`src/rtl/uart_pkg.sv`:
```
`default_nettype none
// ============================================================================
// Module      : uart_pkg
// Description : Shared UART constants and receiver state encoding.
// Revision    : 1.0 - initial release
// ============================================================================
package uart_pkg;

    localparam int UART_OVERSAMPLE  = 16;
    localparam int UART_SAMPLE_TICK = 7;
    localparam int UART_DATA_BITS   = 8;

    typedef enum logic [2:0] {
        IDLE  = 3'd0,
        START = 3'd1,
        DATA  = 3'd2,
        STOP  = 3'd3,
        BREAK = 3'd4
    } uart_rx_state_t;

endpackage : uart_pkg
`default_nettype wire

```
`src/rtl/uart_sync.sv`:
```
`default_nettype none
// ============================================================================
// Module      : uart_sync
// Description : Flop-chain synchroniser for an asynchronous single-bit input.
// Revision    : 1.0 - initial release
// ============================================================================
module uart_sync #(
    parameter int   SYNC_STAGES = 2,
    parameter logic RESET_VALUE = 1'b1
) (
    input  logic clk,
    input  logic rst,
    input  logic d,
    output logic q
);

    generate
        if (SYNC_STAGES <= 1) begin : g_single
            logic r_q;

            always_ff @(posedge clk) begin
                if (rst) r_q <= RESET_VALUE;
                else     r_q <= d;
            end

            assign q = r_q;
        end else begin : g_chain
            logic [SYNC_STAGES-1:0] r_chain;

            always_ff @(posedge clk) begin
                if (rst) r_chain <= {SYNC_STAGES{RESET_VALUE}};
                else     r_chain <= {r_chain[SYNC_STAGES-2:0], d};
            end

            assign q = r_chain[SYNC_STAGES-1];
        end
    endgenerate

endmodule : uart_sync
`default_nettype wire

```
`src/rtl/uart_receiver.sv`:
```
`default_nettype none
// ============================================================================
// Module      : uart_receiver
// Description : 8N1 UART receive path driven by a 16x oversampling strobe.
// Revision    : 1.0 - initial release
// ============================================================================
module uart_receiver
    import uart_pkg::*;
#(
    parameter int DATA_BITS   = UART_DATA_BITS,
    parameter int OVERSAMPLE  = UART_OVERSAMPLE,
    parameter int SAMPLE_TICK = UART_SAMPLE_TICK,
    parameter int SYNC_STAGES = 2
) (
    input  logic                 clk,
    input  logic                 rst,
    input  logic                 en,
    input  logic                 sck_rising_edge,
    input  logic                 sin,
    output logic                 receiver_busy,
    output logic                 rx_data_valid,
    output logic [DATA_BITS-1:0] rx_data,
    output logic                 rx_error
);

    localparam int c_tick_w = (OVERSAMPLE > 1) ? $clog2(OVERSAMPLE) : 1;
    localparam int c_bit_w  = $clog2(DATA_BITS + 1);

    localparam logic [c_tick_w-1:0] c_tick_last   = c_tick_w'(OVERSAMPLE - 1);
    localparam logic [c_tick_w-1:0] c_tick_sample = c_tick_w'(SAMPLE_TICK);
    localparam logic [c_bit_w-1:0]  c_bit_last    = c_bit_w'(DATA_BITS);

    uart_rx_state_t        r_state;
    uart_rx_state_t        w_state_next;
    logic [c_tick_w-1:0]   r_tick_cnt;
    logic [c_bit_w-1:0]    r_bit_cnt;
    logic [DATA_BITS-1:0]  r_shift;
    logic [DATA_BITS-1:0]  r_rx_data;
    logic                  r_rx_data_valid;
    logic                  r_rx_error;

    logic w_sin_s;
    logic w_tick;
    logic w_sample;
    logic w_wrap;
    logic w_busy;
    logic w_shift;
    logic w_done;
    logic w_valid_set;
    logic w_err_set;

    uart_sync #(
        .SYNC_STAGES (SYNC_STAGES),
        .RESET_VALUE (1'b1)
    ) u_sync (
        .clk (clk),
        .rst (rst),
        .d   (sin),
        .q   (w_sin_s)
    );

    // Ticks arriving while disabled are discarded outright.
    assign w_tick   = sck_rising_edge & en;
    assign w_sample = w_tick & (r_tick_cnt == c_tick_sample);
    assign w_wrap   = w_tick & (r_tick_cnt == c_tick_last);

    always_ff @(posedge clk) begin
        if (rst) r_state <= IDLE;
        else     r_state <= w_state_next;
    end

    always_comb begin
        w_state_next = r_state;
        if (!en) begin
            w_state_next = IDLE;
        end else begin
            case (r_state)
                IDLE:  if (w_tick && !w_sin_s) w_state_next = START;
                START: begin
                    if (w_sample && w_sin_s) w_state_next = IDLE;
                    else if (w_wrap)         w_state_next = DATA;
                end
                DATA:  if (w_wrap && (r_bit_cnt == c_bit_last)) w_state_next = STOP;
                STOP:  if (w_sample) w_state_next = w_sin_s ? IDLE : BREAK;
                BREAK: if (w_sin_s)  w_state_next = IDLE;
                default: w_state_next = IDLE;
            endcase
        end
    end

    always_comb begin
        w_busy      = (r_state != IDLE);
        w_shift     = (r_state == DATA) && w_sample;
        w_done      = (r_state == STOP) && w_sample;
        w_valid_set = w_done && w_sin_s;
        w_err_set   = w_done && !w_sin_s;
    end

    always_ff @(posedge clk) begin
        if (rst) begin
            r_tick_cnt      <= '0;
            r_bit_cnt       <= '0;
            r_shift         <= '0;
            r_rx_data       <= '0;
            r_rx_data_valid <= 1'b0;
            r_rx_error      <= 1'b0;
        end else begin
            r_rx_data_valid <= w_valid_set;
            r_rx_error      <= w_err_set;
            if (w_done) r_rx_data <= r_shift;

            if (!en) begin
                r_tick_cnt <= '0;
                r_bit_cnt  <= '0;
                r_shift    <= '0;
            end else if (r_state == IDLE || r_state == BREAK) begin
                r_tick_cnt <= '0;
                r_bit_cnt  <= '0;
            end else if (w_tick) begin
                if (w_wrap) begin
                    r_tick_cnt <= '0;
                    r_bit_cnt  <= r_bit_cnt + 1'b1;
                end else begin
                    r_tick_cnt <= r_tick_cnt + 1'b1;
                end
                // Right shift so the first (LSB) bit lands at bit 0 after the last sample.
                if (w_shift) r_shift <= {w_sin_s, r_shift[DATA_BITS-1:1]};
            end
        end
    end

    assign receiver_busy = w_busy;
    assign rx_data_valid = r_rx_data_valid;
    assign rx_data       = r_rx_data;
    assign rx_error      = r_rx_error;

endmodule : uart_receiver
`default_nettype wire
```
`config.mk`:
```
export PLATFORM = sky130hd
export DESIGN_NAME = uart_receiver
export DESIGN_NICKNAME = d
export VERILOG_FILES = /design/src/rtl/uart_pkg.sv /design/src/rtl/uart_sync.sv /design/src/rtl/uart_receiver.sv
export SDC_FILE = /design/constraint.sdc
export NUM_CORES = 1
export LEC_CHECK = 0
export ABC_AREA = 1
export BUFFER_PORTS_ARGS = -buffer_cell sky130_fd_sc_hd__buf_2
export CAP_MARGIN = 20
export CORE_AREA = 2 2 53 65
export CTS_CLUSTER_DIAMETER = 100
export DETAILED_ROUTE_END_ITERATION = 10
export DIE_AREA = 0 0 55 67
export GPL_TIMING_DRIVEN = 0
export PLACE_DENSITY_LB_ADDON = 0.25
export SYNTH_ARGS = -nofsm -noshare
export SYNTH_HDL_FRONTEND = slang
export SYNTH_SLANG_ARGS = --single-unit
```
`constraint.sdc`:
```
create_clock -name clk -period 1.45 [get_ports clk]
set_input_delay 0.29 -clock clk [delete_from_list [all_inputs] [get_ports clk]]
set_output_delay 0.29 -clock clk [all_outputs]
set_load 0.02 [all_outputs]
```
-- Word level (Yosys, flattened, before mapping)
Index checks and enable logic that the tools add are counted.
- add/subtract/negate cells: 2
- equal/unequal tests: 12
- muxes and demuxes: 9
- bitwise gates (word level): 5
- reductions and logical operators: 16
- operators by type and width (operator ; count):
    $mux W3 ; 7
    $pmux W3 S5 ; 1
    $add A4 B1 Y4 const B ; 2
    $eq A4 B4 Y1 const B ; 2
    $logic_and A1 B1 Y1 ; 7
    $eq A3 B2 Y1 const B ; 2
    $ne A2 B2 Y1 const B ; 3
    $reduce_and A5 Y1 ; 1
    $eq A4 B3 Y1 const B ; 1
    $mux W4 ; 1
    $and A1 B1 Y1 ; 3
    $eq A3 B1 Y1 const B ; 1
    $eq A3 B3 Y1 const B ; 1
    $logic_not A3 Y1 ; 1
    $ne A3 B3 Y1 const B ; 1
    $reduce_and A3 Y1 ; 1
    $reduce_bool A3 Y1 ; 1
    $reduce_or A3 Y1 ; 1
    $ne A2 B1 Y1 const B ; 1
    $not A1 Y1 ; 2
    $reduce_and A2 Y1 ; 1
    $reduce_or A2 Y1 ; 1
    $logic_not A1 Y1 ; 1
    $logic_or A1 B1 Y1 ; 1
- flip-flop bits (word level): 31
- bits of input ports: 5
- output and inout port bits: 11
- logic and storage cells: 52

-- Longest topological paths before layout
- word-level depth: 5
- mapped depth: 11
- mapped depth without buffers: 11

-- Modules after synthesis
Synthesis repeated with hierarchy kept, for this count alone.
- cells, all modules: 172
- area total of the unflattened synthesis: 1392.6 µm²
- modules (own cells, without submodules) (module ; times used ; cells each ; area each (µm²) ; seq. area each (µm²)):
    uart_receiver ; 1 ; 165 ; 1333.8 ; 580.6
    uart_sync ; 1 ; 7 ; 58.8 ; 40.0

-- Worst setup path before layout
No wires, ideal clock.
- path kind: flip-flop to flip-flop
- start point: register r_tick_cnt[0]
- end point: register r_bit_cnt[3]
- library setup time: 0.117 ns
- arrival: 1.179 ns
- required time: 1.333 ns
- setup slack: 0.153 ns
- cell stages (with the launch flop): 9
- buffers on the path: 0
- period minus slack after synthesis: 1.297 ns
- path through: dfxtp_1 > ha_1 > inv_1 > nor2_8 > nand3_2 > nor2_2 > nand3_1 > o21ai_1 > a21oi_1
- cells in the longest elaborated chain, start to end: 3
- RTL lines (element ; RTL line ; RTL):
    start: declaration ; uart_receiver.sv:35 ; logic [c_tick_w-1:0] r_tick_cnt;
    start signal: assignment ; uart_receiver.sv:124 ; r_tick_cnt <= r_tick_cnt + 1'b1;
    $eq A4 B4 Y1 ; uart_receiver.sv:65 ; assign w_wrap = w_tick & (r_tick_cnt == c_tick_last);
    $and A1 B1 Y1 ; uart_receiver.sv:65 ;
    $reduce_and A2 Y1 (no line) ; -- ;
    end signal: assignment ; uart_receiver.sv:122 ; r_bit_cnt <= r_bit_cnt + 1'b1;
    end: declaration ; uart_receiver.sv:36 ; logic [c_bit_w-1:0] r_bit_cnt;
No other way between the ends.
A chain may end at the register's enable or synchronous reset.

-- Final worst setup path
- start point: register r_state[1]
- end point: output receiver_busy
- cells in the longest elaborated chain, start to end: 1
- RTL lines (element ; RTL line ; RTL):
    start: declaration ; uart_receiver.sv:33 ; uart_rx_state_t r_state;
    start signal: assignment ; uart_receiver.sv:69 ; else r_state <= w_state_next;
    $reduce_bool A3 Y1 ; uart_receiver.sv:92 ; w_busy = (r_state != IDLE);
    end: declaration ; uart_receiver.sv:20 ; output logic receiver_busy,
No other way between the ends.

==> results.cfg <==
[placement]
port_buffers = 15
gp_congestion = 0.778
hpwl_um = 1810
dpl_cell_area_mm2 = 0.00143

[cts]
cts.path.max_buffers = 2
cts-htree-levels = 2
insertion_delay_ns = 0.34
cts_tree = yes
root_buffer = clkbuf_4
cts_made_buffers = 5
cts.sinks = 31
path_clk_slew_ns = 0.09
hold_buffers = 0

[hold_path]
min_path_type = in -> reg

[setup_path]
cp-end-kind = output port
crit_type = reg -> out
crit_arrival_ns = 1.09
cp.required_ns = 1.16
cp_max_fo = 4
start_kind = register

[timing]
fin_skew_ns = 0.00812
hold_ws_ns = 0.140
finalCritPeriodShare_pct = 95.0
worst_slew_pin_slew_ns = 0.355
finalHoldViolations = 0
setup_viol = 0
report.final.slew_viol_count = 0
slew_headroom_pct = 76.3
min_period_ns = 1.38
fmax_ghz = 0.726

[logic_synthesis]
synthMuxAreaShare_pct = 0
synth_top_family_by_area = simple AND/OR/NAND/NOR gates
yosysUniqueCellTypes = 24
synth_fp_nets = 174
synth_xor_area_share_pct = 0.668
ys_seq_elements = 31
syn_inst = 166
synth.yosys.seq_area_share_pct = 47.3
ys_warn_count = 0
synth_adder_area_share_pct = 2.86
avgSynthCellArea_um2 = 7.90
synth-compound-area-share_pct = 13.2
syn_area_mm2 = 0.00131
synthSimpleGateAreaFrac_pct = 29.3

[finish]
stdcell_area_mm2 = 0.00162
n_antenna_cell = 0
regArea_um2 = 624
area_growth_pct = 23.3
drive_gt1_share_pct = 31.6
multi_input_area_um2 = 664
nNetsFinal = 200
num-fill-cells = 301
utilization_pct = 53.4

[floorplanning]
dieArea_mm2 = 0.00369
rows = 22
initial_core_util_pct = 43.3
io_pins = 16
chipHeight_um = 67
dieWidth_um = 55
core_mm2 = 0.00303

[grt]
grt_overflow = 0
grt_pass1_vias = 1013
grt_max_degree = 11
track_usage_pct = 16.0
grt_antenna_before_repair = 0
grt_pass1_wl_um = 4160

[route]
drt_wl_total_um = 2510
drt_iter0_drc = 19
post_drt_wl_per_cell_um = 11.0
ant_nets = 0
drc = 0
vias = 1124
via_per_inst = 4.91
firstDrtPassIters = 5

[power_and_ir_drop]
leakage_nw = 0.684
powerDensity_mw_per_mm2 = 1010
finalPower_mw = 1.63
peakVddDrop_v = 0.000886

[run]
max_cap_viol_count = 0

[run_status]
status = finished, final reports clean
==> cells in the mapped netlist (all sizes together) <==
master | n | area [um^2]
dfxtp | 31 | 621
nand2 | 27 | 114
a211oi | 2 | 15.0
nand4 | 1 | 6.26
or2 | 2 | 12.5
o21ai | 16 | 83.8
ha | 3 | 37.5
nand3 | 7 | 45.0
a21oi | 14 | 73.8
nor3 | 6 | 35.0
clkinv | 1 | 8.76
xor2 | 1 | 8.76
inv | 21 | 78.8
nor2 | 34 | 171
==> through the flow <==
step,std cells,setup slack (ns),setup TNS [ns]
6_report,229,0.0731,0
5_1_grt,229,-0.0123,-0.0155
3_3_place_gp,217,0.0259,0
2_1_floorplan,166,0.153,0
4_1_cts,227,0.00834,0
3_5_place_dp,217,-0.00662,-0.00718
==> worst paths after layout <==
path,from,end,slack (ns),depth (start not counted)
hold reg to reg,u_sync.g_chain.r_chain[0],u_sync.g_chain.r_chain[1],0.43,1
setup / recovery,r_state[1],receiver_busy,0.07,3
hold / removal,sin,u_sync.g_chain.r_chain[0],0.14,2
setup reg to reg,r_tick_cnt[0],r_bit_cnt[3],0.11,8
==> state kept, by name, indices dropped and copies added, names as in the netlist <==
| signal | flops |
|---|---|
| r_state | 3 |
| u_sync.g_chain.r_chain | 2 |
| rx_data | 8 |
| r_shift | 8 |
| rx_data_valid | 1 |
| rx_error | 1 |
| r_bit_cnt | 4 |
| r_tick_cnt | 4 |
==> routing by layer <==
metal  GRT usage (%)  vias up  routed length, um
met5               0        -                  0
met4            5.49        0                 40
met3            6.73        6                113
met2            29.2       17               1390
met1            15.3      512                967
li1                -      589                  -
==> where the power goes <==
| group | total (mW) | switching, mW | leakage, nW | internal (mW) |
|---|---|---|---|---|
| Sequential | 0.860 | 0.00428 | 0.252 | 0.855 |
| Clock | 0.706 | 0.298 | 0.0482 | 0.407 |
| Combinational | 0.0697 | 0.0466 | 0.384 | 0.0231 |
==> what timing repair did <==
item,4_1_cts,5_1_grt
endpoints found under the setup margin,3,21
gates resized for setup,2,14
pin swaps,1,4
setup buffers,2,2
==> cells in the final DEF (no fill, tap or decap), types with 4 or more instances in the layout <==
cell,count
clkbuf_4,5
nor2_4,4
a21oi_1,13
o21ai_0,12
nor2_1,26
inv_2,6
inv_1,15
nor3_1,5
nand2_2,5
dfxtp_1,28
nand2_1,21
buf_2,15
==> logic make-up after synthesis <==
kind of cell | Yosys count
XOR/XNOR | 1
AND/OR/NAND/NOR | 77
adder cells (fa/ha/maj) | 3
flip-flops | 31
buffers and inverters | 22
AO/OA/AOI/OAI | 32
==> layout make-up <==
| cell class | count | share of cell area [%] |
|---|---|---|
| Timing Repair Buffer | 19 | 6.73 |
| Tap cell | 36 | 2.79 |
| Clock buffer | 6 | 3.17 |
| Multi-Input combinational cell | 113 | 41.1 |
| Sequential cell | 31 | 38.6 |
| Inverter | 22 | 5.42 |
| Clock inverter | 2 | 2.17 |
==> worst max-delay path, stage by stage (launching register included) <==
cell     delay (ns)
dfxtp_1        0.38
nor2_4         0.16
nand2_1        0.06
buf_2          0.16
Note: power is estimated with default switching activity, not from simulation.
